--- src/rtl/mc_pkg.sv ---
// Shared encodings for the multicycle MIPS controller.
// Holds the FSM states, opcodes, functs, ALU operation codes and the aluop field.
package mc_pkg;

    typedef enum logic [3:0] {
        S_FETCH   = 4'd0,
        S_DECODE  = 4'd1,
        S_MEMADR  = 4'd2,
        S_MEMRD   = 4'd3,
        S_MEMWB   = 4'd4,
        S_MEMWR   = 4'd5,
        S_EXECUTE = 4'd6,
        S_ALUWB   = 4'd7,
        S_BEQEX   = 4'd8,
        S_BGTZEX  = 4'd9,
        S_ADDIEX  = 4'd10,
        S_IMMEX   = 4'd11,
        S_IMMWB   = 4'd12,
        S_JUMP    = 4'd13
    } state_e;

    typedef enum logic [1:0] {
        ALUOP_ADD   = 2'b00,
        ALUOP_SUB   = 2'b01,
        ALUOP_FUNCT = 2'b10,
        ALUOP_OP    = 2'b11
    } aluop_e;

    localparam logic [5:0] OP_RTYPE = 6'b000000;
    localparam logic [5:0] OP_LW    = 6'b100011;
    localparam logic [5:0] OP_SW    = 6'b101011;
    localparam logic [5:0] OP_BEQ   = 6'b000100;
    localparam logic [5:0] OP_BGTZ  = 6'b000111;
    localparam logic [5:0] OP_ADDI  = 6'b001000;
    localparam logic [5:0] OP_XORI  = 6'b001110;
    localparam logic [5:0] OP_LUI   = 6'b001111;
    localparam logic [5:0] OP_LI    = 6'b110000;
    localparam logic [5:0] OP_J     = 6'b000010;

    localparam logic [5:0] FN_ADD  = 6'b100000;
    localparam logic [5:0] FN_SUB  = 6'b100010;
    localparam logic [5:0] FN_AND  = 6'b100100;
    localparam logic [5:0] FN_OR   = 6'b100101;
    localparam logic [5:0] FN_SLT  = 6'b101010;
    localparam logic [5:0] FN_SRLV = 6'b000110;

    // Bit 4 inverts B and sets carry-in; bits [3:0] select the operation.
    localparam logic [4:0] ALU_AND  = 5'b00000;
    localparam logic [4:0] ALU_OR   = 5'b00001;
    localparam logic [4:0] ALU_ADD  = 5'b00010;
    localparam logic [4:0] ALU_SUB  = 5'b10010;
    localparam logic [4:0] ALU_SLT  = 5'b10011;
    localparam logic [4:0] ALU_XORI = 5'b00100;
    localparam logic [4:0] ALU_LUI  = 5'b00101;
    localparam logic [4:0] ALU_SRLV = 5'b00110;
    localparam logic [4:0] ALU_LI   = 5'b00111;
    localparam logic [4:0] ALU_BGTZ = 5'b01000;

endpackage

--- src/rtl/mc_aludec.sv ---
// Combinational ALU decoder: aluop selects a fixed ADD/SUB, the R-type funct
// field, or the immediate/branch opcode as the source of the ALU operation.
module mc_aludec
    import mc_pkg::*;
(
    input  logic [1:0] aluop,
    input  logic [5:0] op,
    input  logic [5:0] funct,
    output logic [4:0] alucontrol
);

    always_comb begin
        // NOTE: the default is assigned first so every path drives alucontrol and no latch is inferred.
        alucontrol = ALU_ADD;
        unique case (aluop_e'(aluop))
            ALUOP_ADD: alucontrol = ALU_ADD;
            ALUOP_SUB: alucontrol = ALU_SUB;
            ALUOP_FUNCT: begin
                case (funct)
                    FN_ADD:  alucontrol = ALU_ADD;
                    FN_SUB:  alucontrol = ALU_SUB;
                    FN_AND:  alucontrol = ALU_AND;
                    FN_OR:   alucontrol = ALU_OR;
                    FN_SLT:  alucontrol = ALU_SLT;
                    FN_SRLV: alucontrol = ALU_SRLV;
                    default: alucontrol = ALU_ADD;
                endcase
            end
            ALUOP_OP: begin
                case (op)
                    OP_XORI: alucontrol = ALU_XORI;
                    OP_LUI:  alucontrol = ALU_LUI;
                    OP_LI:   alucontrol = ALU_LI;
                    OP_BGTZ: alucontrol = ALU_BGTZ;
                    default: alucontrol = ALU_ADD;
                endcase
            end
            default: alucontrol = ALU_ADD;
        endcase
    end

endmodule

--- src/rtl/mc_controller.sv ---
// Multicycle MIPS control unit: Moore FSM sequencing the datapath plus ALU decoder.
// Synchronous active-low reset; write enables are masked combinationally while in reset.
module mc_controller
    import mc_pkg::*;
(
    input  logic       clk,
    input  logic       reset_n,
    input  logic [5:0] op,
    input  logic [5:0] funct,
    input  logic       zero,
    output logic       pcen,
    output logic       memwrite,
    output logic       irwrite,
    output logic       regwrite,
    output logic       alusrca,
    output logic [1:0] alusrcb,
    output logic       iord,
    output logic       memtoreg,
    output logic       regdst,
    output logic [1:0] pcsrc,
    output logic [4:0] alucontrol,
    output logic [3:0] state
);

    state_e     state_q;
    state_e     state_d;
    state_e     dec_state;
    logic       pcwrite;
    logic       branch;
    logic [1:0] aluop;

    always_ff @(posedge clk) begin
        // NOTE: state registers use non-blocking assignment so every flop samples pre-edge values.
        if (!reset_n) begin
            state_q <= S_FETCH;
        end else begin
            state_q <= state_d;
        end
    end

    // While reset is held, outputs decode as FETCH regardless of the register contents.
    assign dec_state = reset_n ? state_q : S_FETCH;

    always_comb begin
        state_d  = S_FETCH;
        pcwrite  = 1'b0;
        branch   = 1'b0;
        memwrite = 1'b0;
        irwrite  = 1'b0;
        regwrite = 1'b0;
        alusrca  = 1'b0;
        alusrcb  = 2'b00;
        iord     = 1'b0;
        memtoreg = 1'b0;
        regdst   = 1'b0;
        pcsrc    = 2'b00;
        aluop    = ALUOP_ADD;

        case (dec_state)
            S_FETCH: begin
                alusrcb = 2'b01;
                irwrite = 1'b1;
                pcwrite = 1'b1;
                state_d = S_DECODE;
            end
            S_DECODE: begin
                alusrcb = 2'b11;
                case (op)
                    OP_LW, OP_SW:           state_d = S_MEMADR;
                    OP_RTYPE:               state_d = S_EXECUTE;
                    OP_BEQ:                 state_d = S_BEQEX;
                    OP_BGTZ:                state_d = S_BGTZEX;
                    OP_ADDI:                state_d = S_ADDIEX;
                    OP_XORI, OP_LUI, OP_LI: state_d = S_IMMEX;
                    OP_J:                   state_d = S_JUMP;
                    default:                state_d = S_FETCH;
                endcase
            end
            S_MEMADR: begin
                alusrca = 1'b1;
                alusrcb = 2'b10;
                state_d = (op == OP_SW) ? S_MEMWR : S_MEMRD;
            end
            S_MEMRD: begin
                iord    = 1'b1;
                state_d = S_MEMWB;
            end
            S_MEMWB: begin
                memtoreg = 1'b1;
                regwrite = 1'b1;
            end
            S_MEMWR: begin
                iord     = 1'b1;
                memwrite = 1'b1;
            end
            S_EXECUTE: begin
                alusrca = 1'b1;
                aluop   = ALUOP_FUNCT;
                state_d = S_ALUWB;
            end
            S_ALUWB: begin
                regdst   = 1'b1;
                regwrite = 1'b1;
            end
            S_BEQEX: begin
                alusrca = 1'b1;
                aluop   = ALUOP_SUB;
                pcsrc   = 2'b01;
                branch  = 1'b1;
            end
            // The ALU reports zero when A > 0 signed, so zero selects the taken path.
            S_BGTZEX: begin
                alusrca = 1'b1;
                aluop   = ALUOP_OP;
                pcsrc   = 2'b01;
                branch  = 1'b1;
            end
            S_ADDIEX: begin
                alusrca = 1'b1;
                alusrcb = 2'b10;
                state_d = S_IMMWB;
            end
            S_IMMEX: begin
                alusrca = 1'b1;
                alusrcb = 2'b10;
                aluop   = ALUOP_OP;
                state_d = S_IMMWB;
            end
            S_IMMWB: begin
                regwrite = 1'b1;
            end
            S_JUMP: begin
                pcsrc   = 2'b10;
                pcwrite = 1'b1;
            end
            default: state_d = S_FETCH;
        endcase

        if (!reset_n) begin
            pcwrite  = 1'b0;
            branch   = 1'b0;
            memwrite = 1'b0;
            irwrite  = 1'b0;
            regwrite = 1'b0;
        end
    end

    assign pcen  = pcwrite | (branch & zero);
    assign state = state_q;

    mc_aludec u_aludec (
        .aluop      (aluop),
        .op         (op),
        .funct      (funct),
        .alucontrol (alucontrol)
    );

endmodule

--- config.mk ---
export PLATFORM = sky130hd
export DESIGN_NAME = mc_controller
export DESIGN_NICKNAME = d
export VERILOG_FILES = /design/src/rtl/mc_pkg.sv /design/src/rtl/mc_aludec.sv /design/src/rtl/mc_controller.sv
export SDC_FILE = /design/constraint.sdc
export NUM_CORES = 1
export LEC_CHECK = 0
export BUFFER_PORTS_ARGS = -buffer_cell sky130_fd_sc_hd__buf_4
export CAP_MARGIN = 10
export CORE_UTILIZATION = 48
export DETAILED_ROUTE_END_ITERATION = 10
export PLACE_DENSITY = 0.83
export SETUP_SLACK_MARGIN = 0.2
export SYNTH_ARGS = -nofsm -noshare
export SYNTH_HDL_FRONTEND = slang
export SYNTH_HIERARCHICAL = 1
export SYNTH_SLANG_ARGS = --single-unit
export TNS_END_PERCENT = 1
--- constraint.sdc ---
create_clock -name clk -period 2.9 [get_ports clk]
set_input_delay 0.435 -clock clk [delete_from_list [all_inputs] [get_ports clk]]
set_output_delay 0.435 -clock clk [all_outputs]
set_load 0.1 [all_outputs]
* Word level (Yosys, flattened, before mapping) *
Index checks and enable logic that the tools add are counted.

operators by class
  bitwise operators = 2
  mux-type cells = 24
  reductions and logical operators = 13
  equality and inequality tests = 30

operators with widths
  operator            number
  $eq 6x6->1 const B  7
  $pmux 4 s7          1
  $pmux 5 s5          1
  $eq 4x4->1 const B  6
  $pmux 4 s6          1
  $pmux 5 s4          1
  $eq 6x3->1 const B  3
  $eq 6x4->1 const B  3
  $eq 4x3->1 const B  4
  $pmux 4 s4          1
  $mux 1              14
  $pmux 2 s3          2
  $reduce_or 2->1     6
  $reduce_or 3->1     3
  $eq 4x2->1 const B  2
  $eq 6x2->1 const B  1
  $logic_not 6->1     1
  $reduce_or 6->1     1
  $eq 2x2->1 const B  2
  $eq 4x1->1 const B  1
  $logic_not 4->1     1
  $mux 4              1
  $pmux 2 s2          1
  $mux 3              1
  other kinds (4)     4

word-level totals
  output and inout bits = 21
  bits of input ports = 15
  register bits = 4
  logic and storage cells = 70

* Longest topological paths before layout *
  depth after elaboration = 7
  depth in mapped cells = 7
  gate-level depth less buffers = 6

* By module *
Netlist, hierarchy kept.

by module, submodules not included
  module         cells an instance  area an instance (um^2)  seq. area each (um^2)  instances
  mc_controller  82                 574.3                    80.1                   1
  mc_aludec      24                 157.7                    0.0                    1

* Worst setup path after synthesis *
No wires, ideal clock.

  path type = register to output
  start = reg state_q[2] (netlist: state[2])
  end = out irwrite
  stages on the path, launching flop included = 4
  buffers on the path = 1
  arrival = 4.851 ns
  data required time = 2.465 ns
  path slack = -2.386 ns
  cells stage by stage = dfxtp_1 clkbuf_1 o31ai_1 nor2b_1

on the way
  cells in the longest elaborated chain, start to end = 4

RTL lines
  item                    RTL line              RTL
  from (decl)             mc_controller.sv:25   state_e state_q;
  from (signal assigned)  mc_controller.sv:37   state_q <= state_d;
  $mux 4                  mc_controller.sv:42   assign dec_state = reset_n ? state_q : S_FETCH;
  $logic_not 4->1         mc_controller.sv:59   case (dec_state)
  $mux 1                  mc_controller.sv:59
  $mux 1                  mc_controller.sv:139  if (!reset_n) begin
  to (decl)               mc_controller.sv:13   output logic irwrite,

Every way passes these cells.

* Worst setup path after layout *
  start = reg state_q[1] (netlist: state[1])
  end = out alucontrol[4]

on the way
  cells in the longest elaborated chain, start to end = 6
  elaborated cells on any way between the ends = 12
  those cells by class = eq/ne: 7; mux: 3; reduce/logical: 2

RTL lines
  item                                RTL line             RTL
  $mux 4 *                            mc_controller.sv:42
  $eq 4x4->1                          mc_controller.sv:59
  $reduce_or 2->1 (no source line)    -
  $pmux 2 s3 *                        mc_controller.sv:59
  net aluop[1]                        mc_controller.sv:30  logic [1:0] aluop;
  $eq 2x2->1 (tied with other cells)  mc_aludec.sv:15      unique case (aluop_e'(aluop))
  $pmux 5 s4 *                        mc_aludec.sv:15
  to (decl)                           mc_controller.sv:21  output logic [4:0] alucontrol,

The timed path passes the listed nets; every way through them passes the cells marked *.

==> key figures <==
Synthesis
  – Adder-Cell Fraction of Synth Area: 0
  – Compound-cell area share of the yosys netlist: 0.275
  – Mux cell area share after synthesis: 0.0137
  – Yosys cell types: 50
  – Synth Instances: 106
  – Synth top area share: 0.109
  – Leading area contributor after synthesis: dfxtp_1
  – Largest family of logic cells by synthesized area: simple AND/OR/NAND/NOR gates
  – Post-synth EDFFs: 0
  – Top post-synthesis cells by area: dfxtp_1 11%, nor2_1 6.7%, nor2b_1 6.0%
  – XOR/XNOR Fraction of Synth Area: 0.0359
  – Avg Cell Area, Syn: just under 7 um^2
  – Cell Area, Synth: between 700 and 800 um^2
  – Yosys warnings: 6
  – Async SR Flop Fraction: 0
  – Seq cells post-synth: 4
  – Main synth FF type: dfxtp_1
  – Simple-gate share of the synthesized area: 0.480
  – Sequential share of the synthesized area: 0.109
  – Syn Nets: approximately 120

STA
  – Min cycle time layout: ~2600 ps
  – RSZ-0062 raised after global routing: no
  – F_max: 381 MHz
  – Worst slew pin tran: around 370 ps
  – # setup viols final: 0
  – Tcrit/Tclk final: 0.906
  – Hold Fails Final Rpt: 0
  – Max-slew headroom: 0.753
  – Setup Skew: 14.6 ps
  – Final Max Slew Viols: 0

Clocking
  – Clk buf depth: 2
  – Clk Latency, worst-skew pair: ~250 ps
  – H-tree depth: 1
  – CTS Buf Count: 3
  – CTS tree: built
  – Clk root buf: clkbuf_4
  – Hold_buf cts: 0
  – Clock-pin transition on the worst setup and hold timing paths: approximately 50 ps
  – Clock sink count: 4

Placed design
  – Placed Instances: 148
  – DPL Wire Length: roughly 1.6 mm
  – IO buf count: 35
  – Post-DP Area: ~1100 um^2
  – GP Congestion: ~0.8

GRT
  – Initial antenna violation count: 0
  – First-pass GRT wire length: ~3.2 mm
  – Largest net degree at the start of global routing: 20
  – Total GRT Usage: 0.278
  – Via count of the first global-routing pass: 753
  – Overflow left after global routing: 0

Worst hold path
  – Hold_sp: reset_n
  – Hold WC Path Type: in2reg

Drt
  – Drt wl/cell: about 14 um
  – Detailed-route wire length: ~2.2 mm
  – Vias: ~900
  – Initial DRC count: 31
  – Drt first pass iters: 4
  – Drt drc: 0
  – Via density: 5.99
  – Antenna-violating nets left: 0

Critical path
  – CP arrival: roughly 2200 ps
  – Critical path launch point: state[1]
  – CP Launch Type: register
  – CP Class: reg2out
  – Crit-path slowest cell: dfxtp_4
  – Worst path required time: between 2000 and 2500 ps
  – CP endpoint kind: output pin
  – RR Startpoint: state[0]
  – Worst path cell trace: nor2b_4 -> nand3b_1 -> a21boi_4 -> nand4b_1 -> buf_4 -> o32ai_4 -> buf_6
  – Largest stage delay, worst path: 480 ps
  – CP Max Fanout: 19

Layout
  – Nets: ~150
  – Max reg flops: 4
  – Area of the multi-input gates: roughly 700 um^2
  – Storage element area: between 90 and 100 um^2
  – Design area: between 1000 and 1500 um^2
  – Fill count: 100
  – Post-Layout Cell Count: 153
  – Ant diodes: 0
  – Final Core Density: 0.831
  – Area Growth Syn to Fin: 55.0%
  – Share of cells above drive strength 1: 0.471

Power
  – Sw Share: 0.480
  – Clk pwr share: 0.257
  – Seq pwr share: 0.221
  – Internal: 0.000160 W
  – Maximum VDD drop: between 0.0002 and 0.00025 V
  – Combinational power share: 0.522
  – Cell Pwr Density: about 270 nW/um^2
  – Sw power: roughly 0.00015 W
  – Static Leak: around 0.46 nW

Floorplanning
  – Die Height: just over 40 um
  – Starting density of the core: 0.536
  – Core area: 1370 um^2
  – Rows: 13
  – Die area: around 1700 um^2
  – I/O Pins: 36
  – Die extent in x: a little over 40 um

Run status
  – Status: finished, final reports clean

Run
  – Max-cap violation count: 0
through the flow:
step	hold slack, ps	power (W)	TNS (ps)	worst slack [ps]
global route	583	0.000320	0	203
finish	571	0.000307	0	274
CTS	561	0.000308	0	211
floorplan	636	0.000184	-16.1	-8.04
detailed placement	593	0.000226	0	278
global placement	584	0.000222	0	425
cell families (layout without fill, tap and decap cells):
kind of cell,after synthesis,in the layout
xor+xnor,3,3
flops,4,4
compound gates,27,27
buf+inv,12,44
mux,1,1
simple gates,59,59
final cells by class:
cell class / instances / area share
multi-input combinational: 90 / 0.624
inverter: 4 / 0.0132
clock buffer: 4 / 0.0232
tap: 15 / 0.0165
sequential: 4 / 0.0816
timing repair buffer: 36 / 0.241
power groups by stage:
stage	clock network [W]	logic [W]	registers (W)
detailed placement	0	0.000158	0.0000677
floorplan	0	0.000106	0.0000781
CTS	0.0000813	0.000159	0.0000670
global route	0.0000818	0.000169	0.0000687
global placement	0	0.000155	0.0000674
finish	0.0000790	0.000160	0.0000677
worst paths after layout:
kind | end | slack, ps | depth (start not counted)
max | alucontrol[4] | 270 | 7
max reg2reg | state[1] | 1260 | 4
min | state[3] | 570 | 3
min reg2reg | state[0] | 600 | 1
timing repair:
action	in CTS	in global routing
setup buffers	1	0
pin swaps	1	0
gates resized for setup	2	3
endpoints found under the setup margin	2	2
endpoints found under the hold margin	0	0
critical path, delay by kind of cell (launching register included):
family,cells,cell delay [ps]
flip-flops,1,480
AO/OA/AOI/OAI,2,450
buffers and inverters,2,450
AND/OR/NAND/NOR,3,560
Yosys cell counts (2+ instances only):
cell type and number:
nor3_1 6, clkbuf_1 4, dfxtp_1 4, o22ai_1 2, xnor2_1 2, nor2_1 13, nor2b_1 7, nor3b_1 3
a32o_1 2, nand3_1 3, buf_6 2, nand2b_1 3, inv_1 4, a21oi_1 2, o21ai_0 2, buf_2 2
nand2_1 9, a31oi_1 3, o21ai_1 2
metal layers:
metal	track usage	wire length, um
met1	0.374	1000
met2	0.461	1050
met3	0.0272	122
met4	0.0750	15
met5	0	0
layout by cell type, fill, tap and decap left out, types with 2 or more instances in the layout:
cell type / synthesis / layout
dfxtp_4: 0 / 3
a21oi_1: 2 / 2
xnor2_1: 2 / 2
a32o_1: 2 / 2
nor3_2: 1 / 5
nor2b_4: 0 / 2
nor3b_2: 0 / 2
nor2b_1: 7 / 4
nor3_1: 6 / 2
nor2_1: 13 / 12
nand2_1: 9 / 9
o21ai_0: 2 / 2
nand2b_1: 3 / 3
buf_4: 0 / 35
inv_1: 4 / 4
a31oi_1: 3 / 2
nand3_1: 3 / 3
clkbuf_4: 0 / 3
o21ai_1: 2 / 2
No activity file was read; power rests on OpenSTA's default activity.
